[src/rtl/spi_pixel_assembler_if.sv]
// Bus bundle for spi_pixel_assembler: SPI beat input, pixel FIFO head and frame status.
// addr_out is present only when SPI_PIXEL_ADDR_EN is defined.
interface spi_pixel_assembler_if #(
   parameter int DATA_WIDTH  = 8,
   parameter int LINES       = 1,
   parameter int PIXEL_WIDTH = 16,
   parameter int H_PIXELS    = 320,
   parameter int V_PIXELS    = 240
);
   localparam int HW = (H_PIXELS > 1) ? $clog2(H_PIXELS) : 1;
   localparam int VW = (V_PIXELS > 1) ? $clog2(V_PIXELS) : 1;
`ifdef SPI_PIXEL_ADDR_EN
   localparam int AW = (H_PIXELS * V_PIXELS > 1) ? $clog2(H_PIXELS * V_PIXELS) : 1;
`endif

   logic [DATA_WIDTH-1:0]  data_in [LINES];
   logic                   data_valid_in;
   logic                   chip_sel_in;
   logic [PIXEL_WIDTH-1:0] pixel_out;
   logic [HW-1:0]          hcount_out;
   logic [VW-1:0]          vcount_out;
`ifdef SPI_PIXEL_ADDR_EN
   logic [AW-1:0]          addr_out;
`endif
   logic                   pixel_valid_out;
   logic                   pixel_ready_in;
   logic                   frame_done_out;
   logic                   frame_err_out;
   logic                   overflow_out;

   modport slave (
      input  data_in, data_valid_in, chip_sel_in, pixel_ready_in,
      output pixel_out, hcount_out, vcount_out,
`ifdef SPI_PIXEL_ADDR_EN
      output addr_out,
`endif
      output pixel_valid_out, frame_done_out, frame_err_out, overflow_out
   );

   modport master (
      output data_in, data_valid_in, chip_sel_in, pixel_ready_in,
      input  pixel_out, hcount_out, vcount_out,
`ifdef SPI_PIXEL_ADDR_EN
      input  addr_out,
`endif
      input  pixel_valid_out, frame_done_out, frame_err_out, overflow_out
   );
endinterface

[src/rtl/spi_pixel_assembler.sv]
// Packs SPI beats into raster-tagged pixels, checks frame length against CS and buffers
// them in a show-ahead FIFO that reports overflow. SPI_PIXEL_ADDR_EN adds a linear address.
module spi_pixel_assembler #(
   parameter int DATA_WIDTH  = 8,
   parameter int LINES       = 1,
   parameter int PIXEL_WIDTH = 16,
   parameter int H_PIXELS    = 320,
   parameter int V_PIXELS    = 240,
   parameter int FIFO_DEPTH  = 4
) (
   input logic                  clk_in,
   input logic                  rst_n_in,
   spi_pixel_assembler_if.slave bus
);
   localparam int BEAT_W = DATA_WIDTH * LINES;
   localparam int BEATS  = PIXEL_WIDTH / BEAT_W;
   localparam int BW     = (BEATS > 1) ? $clog2(BEATS) : 1;
   localparam int HW     = (H_PIXELS > 1) ? $clog2(H_PIXELS) : 1;
   localparam int VW     = (V_PIXELS > 1) ? $clog2(V_PIXELS) : 1;
   localparam int FW     = $clog2(FIFO_DEPTH);
`ifdef SPI_PIXEL_ADDR_EN
   localparam int AW     = (H_PIXELS * V_PIXELS > 1) ? $clog2(H_PIXELS * V_PIXELS) : 1;
`endif

   typedef enum logic [1:0] {IDLE, ACTIVE, CLOSE} state_e;

   typedef struct packed {
      logic [PIXEL_WIDTH-1:0] pix;
      logic [HW-1:0]          h;
      logic [VW-1:0]          v;
`ifdef SPI_PIXEL_ADDR_EN
      logic [AW-1:0]          a;
`endif
   } entry_t;

   state_e                 state_q, state_d;
   logic [BW-1:0]          beat_cnt_q, beat_cnt_d;
   logic [PIXEL_WIDTH-1:0] shift_q, shift_d;
   logic [HW-1:0]          h_q, h_d;
   logic [VW-1:0]          v_q, v_d;
`ifdef SPI_PIXEL_ADDR_EN
   logic [AW-1:0]          addr_q, addr_d;
`endif
   logic                   end_q, end_d, long_q, long_d;
   logic                   done_q, done_d, err_q, err_d, ovf_q, ovf_d;
   entry_t                 mem_q [FIFO_DEPTH];
   entry_t                 mem_d [FIFO_DEPTH];
   logic [FW:0]            wr_q, wr_d, rd_q, rd_d;

   logic [BEAT_W-1:0]      beat;
   logic [PIXEL_WIDTH-1:0] pix_next;
   logic                   accept, last_beat, complete, push, pop, full, empty;
   entry_t                 wr_entry;

   // Lane 0 lands in the most significant slot of the beat word.
   always_comb begin
      beat = '0;
      for (int unsigned i = 0; i < LINES; i++)
         beat[(LINES-1-i)*DATA_WIDTH +: DATA_WIDTH] = bus.data_in[i];
   end

   always_comb begin
      accept    = (state_q == ACTIVE) && bus.data_valid_in;
      last_beat = (beat_cnt_q == BW'(BEATS - 1));
      complete  = accept && last_beat;
      pix_next  = (shift_q << BEAT_W) | PIXEL_WIDTH'(beat);
      empty     = (wr_q == rd_q);
      full      = (wr_q[FW] != rd_q[FW]) && (wr_q[FW-1:0] == rd_q[FW-1:0]);
      pop       = !empty && bus.pixel_ready_in;
      push      = complete && !end_q;
      wr_entry.pix = pix_next;
      wr_entry.h   = h_q;
      wr_entry.v   = v_q;
`ifdef SPI_PIXEL_ADDR_EN
      wr_entry.a   = addr_q;
`endif
   end

   always_comb begin
      state_d    = state_q;
      beat_cnt_d = beat_cnt_q;
      shift_d    = shift_q;
      h_d        = h_q;
      v_d        = v_q;
`ifdef SPI_PIXEL_ADDR_EN
      addr_d     = addr_q;
`endif
      end_d      = end_q;
      long_d     = long_q;
      done_d     = 1'b0;
      err_d      = 1'b0;
      case (state_q)
         IDLE: begin
            if (!bus.chip_sel_in) begin
               state_d    = ACTIVE;
               beat_cnt_d = '0;
               h_d        = '0;
               v_d        = '0;
`ifdef SPI_PIXEL_ADDR_EN
               addr_d     = '0;
`endif
               end_d      = 1'b0;
               long_d     = 1'b0;
            end
         end
         ACTIVE: begin
            if (accept) begin
               shift_d    = pix_next;
               beat_cnt_d = last_beat ? '0 : beat_cnt_q + BW'(1);
            end
            // end_q marks that the last raster position has been filled; coordinates then hold.
            if (complete) begin
               if (end_q) begin
                  long_d = 1'b1;
               end else if (h_q == HW'(H_PIXELS - 1) && v_q == VW'(V_PIXELS - 1)) begin
                  end_d = 1'b1;
               end else begin
                  if (h_q == HW'(H_PIXELS - 1)) begin
                     h_d = '0;
                     v_d = v_q + VW'(1);
                  end else begin
                     h_d = h_q + HW'(1);
                  end
`ifdef SPI_PIXEL_ADDR_EN
                  addr_d = addr_q + AW'(1);
`endif
               end
            end
            if (bus.chip_sel_in) begin
               state_d = CLOSE;
               done_d  = end_d && !long_d && (beat_cnt_d == '0);
               err_d   = !done_d;
            end
         end
         CLOSE:   state_d = IDLE;
         default: state_d = IDLE;
      endcase
   end

   always_comb begin
      mem_d = mem_q;
      wr_d  = wr_q;
      rd_d  = rd_q;
      if (push && (!full || pop)) begin
         mem_d[wr_q[FW-1:0]] = wr_entry;
         wr_d = wr_q + (FW+1)'(1);
      end
      if (pop)
         rd_d = rd_q + (FW+1)'(1);
      ovf_d = ovf_q || (push && full && !pop);
   end

   always_ff @(posedge clk_in or negedge rst_n_in) begin
      if (!rst_n_in) begin
         state_q    <= IDLE;
         beat_cnt_q <= '0;
         shift_q    <= '0;
         h_q        <= '0;
         v_q        <= '0;
`ifdef SPI_PIXEL_ADDR_EN
         addr_q     <= '0;
`endif
         end_q      <= 1'b0;
         long_q     <= 1'b0;
         done_q     <= 1'b0;
         err_q      <= 1'b0;
         ovf_q      <= 1'b0;
         wr_q       <= '0;
         rd_q       <= '0;
         for (int unsigned i = 0; i < FIFO_DEPTH; i++)
            mem_q[i] <= '0;
      end else begin
         state_q    <= state_d;
         beat_cnt_q <= beat_cnt_d;
         shift_q    <= shift_d;
         h_q        <= h_d;
         v_q        <= v_d;
`ifdef SPI_PIXEL_ADDR_EN
         addr_q     <= addr_d;
`endif
         end_q      <= end_d;
         long_q     <= long_d;
         done_q     <= done_d;
         err_q      <= err_d;
         ovf_q      <= ovf_d;
         wr_q       <= wr_d;
         rd_q       <= rd_d;
         mem_q      <= mem_d;
      end
   end

   assign bus.pixel_out       = mem_q[rd_q[FW-1:0]].pix;
   assign bus.hcount_out      = mem_q[rd_q[FW-1:0]].h;
   assign bus.vcount_out      = mem_q[rd_q[FW-1:0]].v;
`ifdef SPI_PIXEL_ADDR_EN
   assign bus.addr_out        = mem_q[rd_q[FW-1:0]].a;
`endif
   assign bus.pixel_valid_out = !empty;
   assign bus.frame_done_out  = done_q;
   assign bus.frame_err_out   = err_q;
   assign bus.overflow_out    = ovf_q;
endmodule

[src/flat_wrapper.sv]
// flat-port wrapper written by rule: the top's interface ports become plain ports
module spi_pixel_assembler_flat 
#(
   parameter int DATA_WIDTH  = 8,
   parameter int LINES       = 1,
   parameter int PIXEL_WIDTH = 16,
   parameter int H_PIXELS    = 320,
   parameter int V_PIXELS    = 240,
   parameter int FIFO_DEPTH  = 4
)
  (clk_in, rst_n_in, bus_data_in, bus_data_valid_in, bus_chip_sel_in, bus_pixel_ready_in, bus_pixel_out, bus_hcount_out, bus_vcount_out, bus_pixel_valid_out, bus_frame_done_out, bus_frame_err_out, bus_overflow_out);
  spi_pixel_assembler_if #(.DATA_WIDTH(DATA_WIDTH), .LINES(LINES), .PIXEL_WIDTH(PIXEL_WIDTH), .H_PIXELS(H_PIXELS), .V_PIXELS(V_PIXELS)) bus_i ();
  input logic clk_in;
  input logic rst_n_in;
  input wire logic [$bits(bus_i.data_in)-1:0] bus_data_in;
  input wire logic [$bits(bus_i.data_valid_in)-1:0] bus_data_valid_in;
  input wire logic [$bits(bus_i.chip_sel_in)-1:0] bus_chip_sel_in;
  input wire logic [$bits(bus_i.pixel_ready_in)-1:0] bus_pixel_ready_in;
  output wire logic [$bits(bus_i.pixel_out)-1:0] bus_pixel_out;
  output wire logic [$bits(bus_i.hcount_out)-1:0] bus_hcount_out;
  output wire logic [$bits(bus_i.vcount_out)-1:0] bus_vcount_out;
  output wire logic [$bits(bus_i.pixel_valid_out)-1:0] bus_pixel_valid_out;
  output wire logic [$bits(bus_i.frame_done_out)-1:0] bus_frame_done_out;
  output wire logic [$bits(bus_i.frame_err_out)-1:0] bus_frame_err_out;
  output wire logic [$bits(bus_i.overflow_out)-1:0] bus_overflow_out;
  assign bus_i.data_in = {>>{bus_data_in}};
  assign bus_i.data_valid_in = bus_data_valid_in;
  assign bus_i.chip_sel_in = bus_chip_sel_in;
  assign bus_i.pixel_ready_in = bus_pixel_ready_in;
  assign bus_pixel_out = bus_i.pixel_out;
  assign bus_hcount_out = bus_i.hcount_out;
  assign bus_vcount_out = bus_i.vcount_out;
  assign bus_pixel_valid_out = bus_i.pixel_valid_out;
  assign bus_frame_done_out = bus_i.frame_done_out;
  assign bus_frame_err_out = bus_i.frame_err_out;
  assign bus_overflow_out = bus_i.overflow_out;
  spi_pixel_assembler #(.DATA_WIDTH(DATA_WIDTH), .LINES(LINES), .PIXEL_WIDTH(PIXEL_WIDTH), .H_PIXELS(H_PIXELS), .V_PIXELS(V_PIXELS), .FIFO_DEPTH(FIFO_DEPTH)) u_core (.clk_in(clk_in), .rst_n_in(rst_n_in), .bus(bus_i));
endmodule
[config.mk]
export PLATFORM = sky130hd
export DESIGN_NAME = spi_pixel_assembler_flat
export DESIGN_NICKNAME = d
export VERILOG_FILES = /design/src/rtl/spi_pixel_assembler_if.sv /design/src/rtl/spi_pixel_assembler.sv /design/src/flat_wrapper.sv
export SDC_FILE = /design/constraint.sdc
export NUM_CORES = 1
export LEC_CHECK = 0
export CAP_MARGIN = 10
export CORE_ASPECT_RATIO = 0.9
export CORE_MARGIN = 5
export CORE_UTILIZATION = 64
export CTS_CLUSTER_DIAMETER = 50
export DETAILED_ROUTE_END_ITERATION = 10
export GPL_ROUTABILITY_DRIVEN = 0
export PLACE_DENSITY = 0.82
export SYNTH_ARGS = -nofsm -noshare
export SYNTH_HDL_FRONTEND = slang
export SYNTH_SLANG_ARGS = --single-unit
[constraint.sdc]
create_clock -name clk_in -period 4.7 [get_ports clk_in]
set_input_delay 0.94 -clock clk_in [delete_from_list [all_inputs] [get_ports clk_in]]
set_output_delay 0.94 -clock clk_in [all_outputs]
set_load 0.005 [all_outputs]
==> metrics.md <==
| Metric | Value |
|---|---|
| Setup TNS Final | 0 ns |
| Mapped Area | 7680 um2 |
| Grt total ovfl | 0 |
| Final period util | 0.745 |
| Area of the multi-input gates | 3160 um2 |
| Final net count | 576 |
| PwrDens | 491 nW/um2 |
| Post-synth net total | 527 |
| ANT nets after route | 0 |
| Static leakage | 4.18 nW |
| Die Y | 114 um |
| Min cycle time layout | 3.50 ns |
| Final Slew Violations | 0 |
| Area leader, netlist | dfrtp_1 |
| CTS Hold Bufs | 0 |
| WP data arrival | 2.56 ns |
| Post-CTS Setup Bufs | 0 |
| R2R Path End | u_core.mem_q[30] |
| Number of remaining DRC errors | 0 |
| Clk sinks | 171 |
| # IOs | 50 |
| Mapped Cells | 506 |
| Worst VDD drop | 0.377 mV |
| Latest clock arrival within the worst-skew pair | 0.42 ns |
| Synth Flop Type | dfrtp_1 |
| Syn. warnings | 0 |
| Top-area cell type share of the netlist area | 0.557 |
| Clk buf depth | 2 |
| IO Port Bufs | 49 |
| Hold EP | u_core.bus.overflow_out |
| Flop-to-flop setup slack | 1.62 ns |
| Max Fclk | 285 MHz |
| H-tree levels | 4 |
| Iteration-0 DRC Markers | 378 |
| Overall Global Routing Usage | 0.225 |
| Unrepaired setup endpoints after global routing | false |
| R2r worst-path depth | 9 |
| Die area | 14300 um2 |
| Finished Layout Cells | 728 |
| First-pass GRT wire length | 25000 um |
| Final HPWL DP | 9150 um |
| Clock root cell | clkbuf_16 |
| Avg Inst Size Synth | 15.2 um2 |
| Hold Crit Class | register to register |
| Register area share after synthesis | 0.557 |
| Seq. cell area | 4280 um2 |
| First drt pass iteration count | 4 |
| CP Capture Type | primary output |
| Vias in the first global route | 4707 |
| CP required | 3.76 ns |
| Initial antenna violation count | 0 |
| Gates resized, CTS repair | 0 |
| Final Hold Fails | 0 |
| Cells after DPL | 696 |
| Post-synth cell types | 42 |
| Max FO, Critical Path | 17 |
| CTS tree | yes |
| Startpoint types | register |
| Status | complete, no violations |
| Average wire per standard cell | 20.3 um |
| Post-synth ARST share | 1.00 |
| Top cells by area, synth | dfrtp_1 56%, mux2_2 21%, mux4_2 9.7% |
| Fillers | 747 |
| Post-Route WL | 14800 um |
| Relative slew slack | 0.283 |
| Area Growth Syn to Fin | 15.1% |
| Hold path startpoint | u_core.bus.overflow_out |
| Die width | 125 um |
| Share of layout cells above drive strength 1 | 0.391 |
| # diodes | 0 |
| FF+latch count, synth | 171 |
| Core ar. | 11900 um2 |
| Initial Util | 0.646 |
| RR Startpoint | u_core.state_q[1] |
| Worst Hold Depth | 1 |
| Clock Skews | 0.00746 ns |
| Via density per instance | 6.04 |
| Slew at the pin with the worst max-slew slack | 1.08 ns |
| Setup CP Type | register to primary output |
| Post-synth EDFFs | 0 |
| Clk pin slew, worst setup/hold paths | 0.06 ns |
| Final setup violation count | 0 |
| Core Rows | 38 |
| Pin count of the biggest net entering global routing | 117 |
| Via count | 4394 |
| CTS Buf Count | 17 |
| MaxCap Viol Count | 0 |
[critical path, cell delays in order, from the launching register on]
cell	delay, ns
dfrtp_1	0.91
buf_4	0.39
mux4_2	0.37
clkdlybuf4s50_1	0.47
[registers in the layout (all words and copies together), names as in the netlist]
| register | flops |
|---|---|
| u_core.bus.overflow_out | 1 |
| u_core.state_q | 2 |
| u_core.bus.frame_err_out | 1 |
| u_core.shift_q | 8 |
| u_core.rd_q | 3 |
| u_core.long_q | 1 |
| u_core.h_q | 9 |
| u_core.beat_cnt_q | 1 |
| u_core.wr_q | 3 |
| u_core.end_q | 1 |
| u_core.v_q | 8 |
| u_core.bus.frame_done_out | 1 |
| u_core.mem_q | 132 |
[where the power goes]
group          total [mW]  switching (mW)  internal [mW]  leakage [nW]
clock                1.39           0.540          0.854         0.288
sequential           1.94           0.217           1.72          2.32
combinational       0.997           0.380          0.617          1.56
total                4.33            1.14           3.20          4.18
[synth_stat cells (3+ instances only)]
cell	n
nand3_1	8
o21ai_0	29
and3_1	4
dfrtp_1	171
nor2b_1	5
nand2_2	4
inv_1	6
mux2_2	141
buf_2	7
o31ai_1	3
buf_6	12
mux4_2	33
clkbuf_1	7
nand2_1	13
ha_1	8
xnor2_1	7
nor2_1	14
nand4_1	3
buf_4	3
[routing by layer]
layer  wire, um  track usage  up-vias
li1           -            -     1969
met1       6920        0.322     2335
met2       7250        0.354       74
met3        470       0.0581       16
met4        156       0.0578        0
met5          0            0        -
[through the flow]
| step | setup WS [ns] | instance area [um2] | utilization | hold slack, ns | total power [mW] |
|---|---|---|---|---|---|
| detailed placement | 0.910 | 8240 | 0.693 | 0.457 | 2.97 |
| global placement | 1.05 | 8240 | 0.693 | 0.459 | 2.91 |
| CTS | 1.19 | 8830 | 0.743 | 0.482 | 4.38 |
| floorplan | 1.96 | 7680 | - | 0.460 | 2.55 |
| global route | 1.15 | 8830 | 0.743 | 0.508 | 4.54 |
| finish | 1.20 | 8830 | 0.743 | 0.483 | 4.33 |
[cells in the final DEF (no fill, tap or decap), types with 2 or more instances in the layout]
master           instances
ha_1                     8
bufinv_16                2
clkbuf_8                 5
a31oi_1                  2
clkdlybuf4s50_1         48
a21oi_1                  2
o31ai_1                  3
clkbuf_1                 5
nand4_1                  3
buf_4                    9
and3_1                   4
nand2_1                 13
nor3_1                   2
clkbuf_16               17
o21ai_0                 29
a22o_1                   2
xnor2_1                  7
nor2_1                  14
nand2_2                  4
dfrtp_1                170
nor2b_1                  5
inv_1                    6
mux2_2                 141
nand3_1                  8
or3_1                    2
mux4_2                  33
[worst max-delay path by stage]
stage / startpoint / end / slack, ns / cells after the start
after floorplan: bus_data_valid_in / u_core.h_q[3] / 1.96 / 8
after global placement: bus_data_valid_in / u_core.mem_q[62] / 1.05 / 9
after detailed placement: bus_data_valid_in / u_core.mem_q[21] / 0.91 / 9
after CTS: u_core.rd_q[1] / bus_hcount_out[8] / 1.19 / 3
after global routing: u_core.rd_q[1] / bus_hcount_out[2] / 1.15 / 3
final: u_core.rd_q[1] / bus_hcount_out[2] / 1.20 / 3
[layout make-up]
type | count | area share
flip-flops and latches | 171 | 0.484
clock inverters | 5 | 0.00921
inverters | 6 | 0.00255
well taps | 160 | 0.0227
clock buffers | 27 | 0.0581
repair buffers | 59 | 0.0656
multi-input cells | 300 | 0.357
[logic make-up after synthesis]
kind of cell / Yosys count / synth area share
multiplexers: 174 / 0.304
flip-flops: 171 / 0.557
AND/OR/NAND/NOR: 63 / 0.0458
AO/OA/AOI/OAI: 47 / 0.0398
buffers and inverters: 35 / 0.0314
XOR/XNOR: 8 / 0.00913
adder cells (fa/ha/maj): 8 / 0.0130
(Power assumes the default switching activity.)
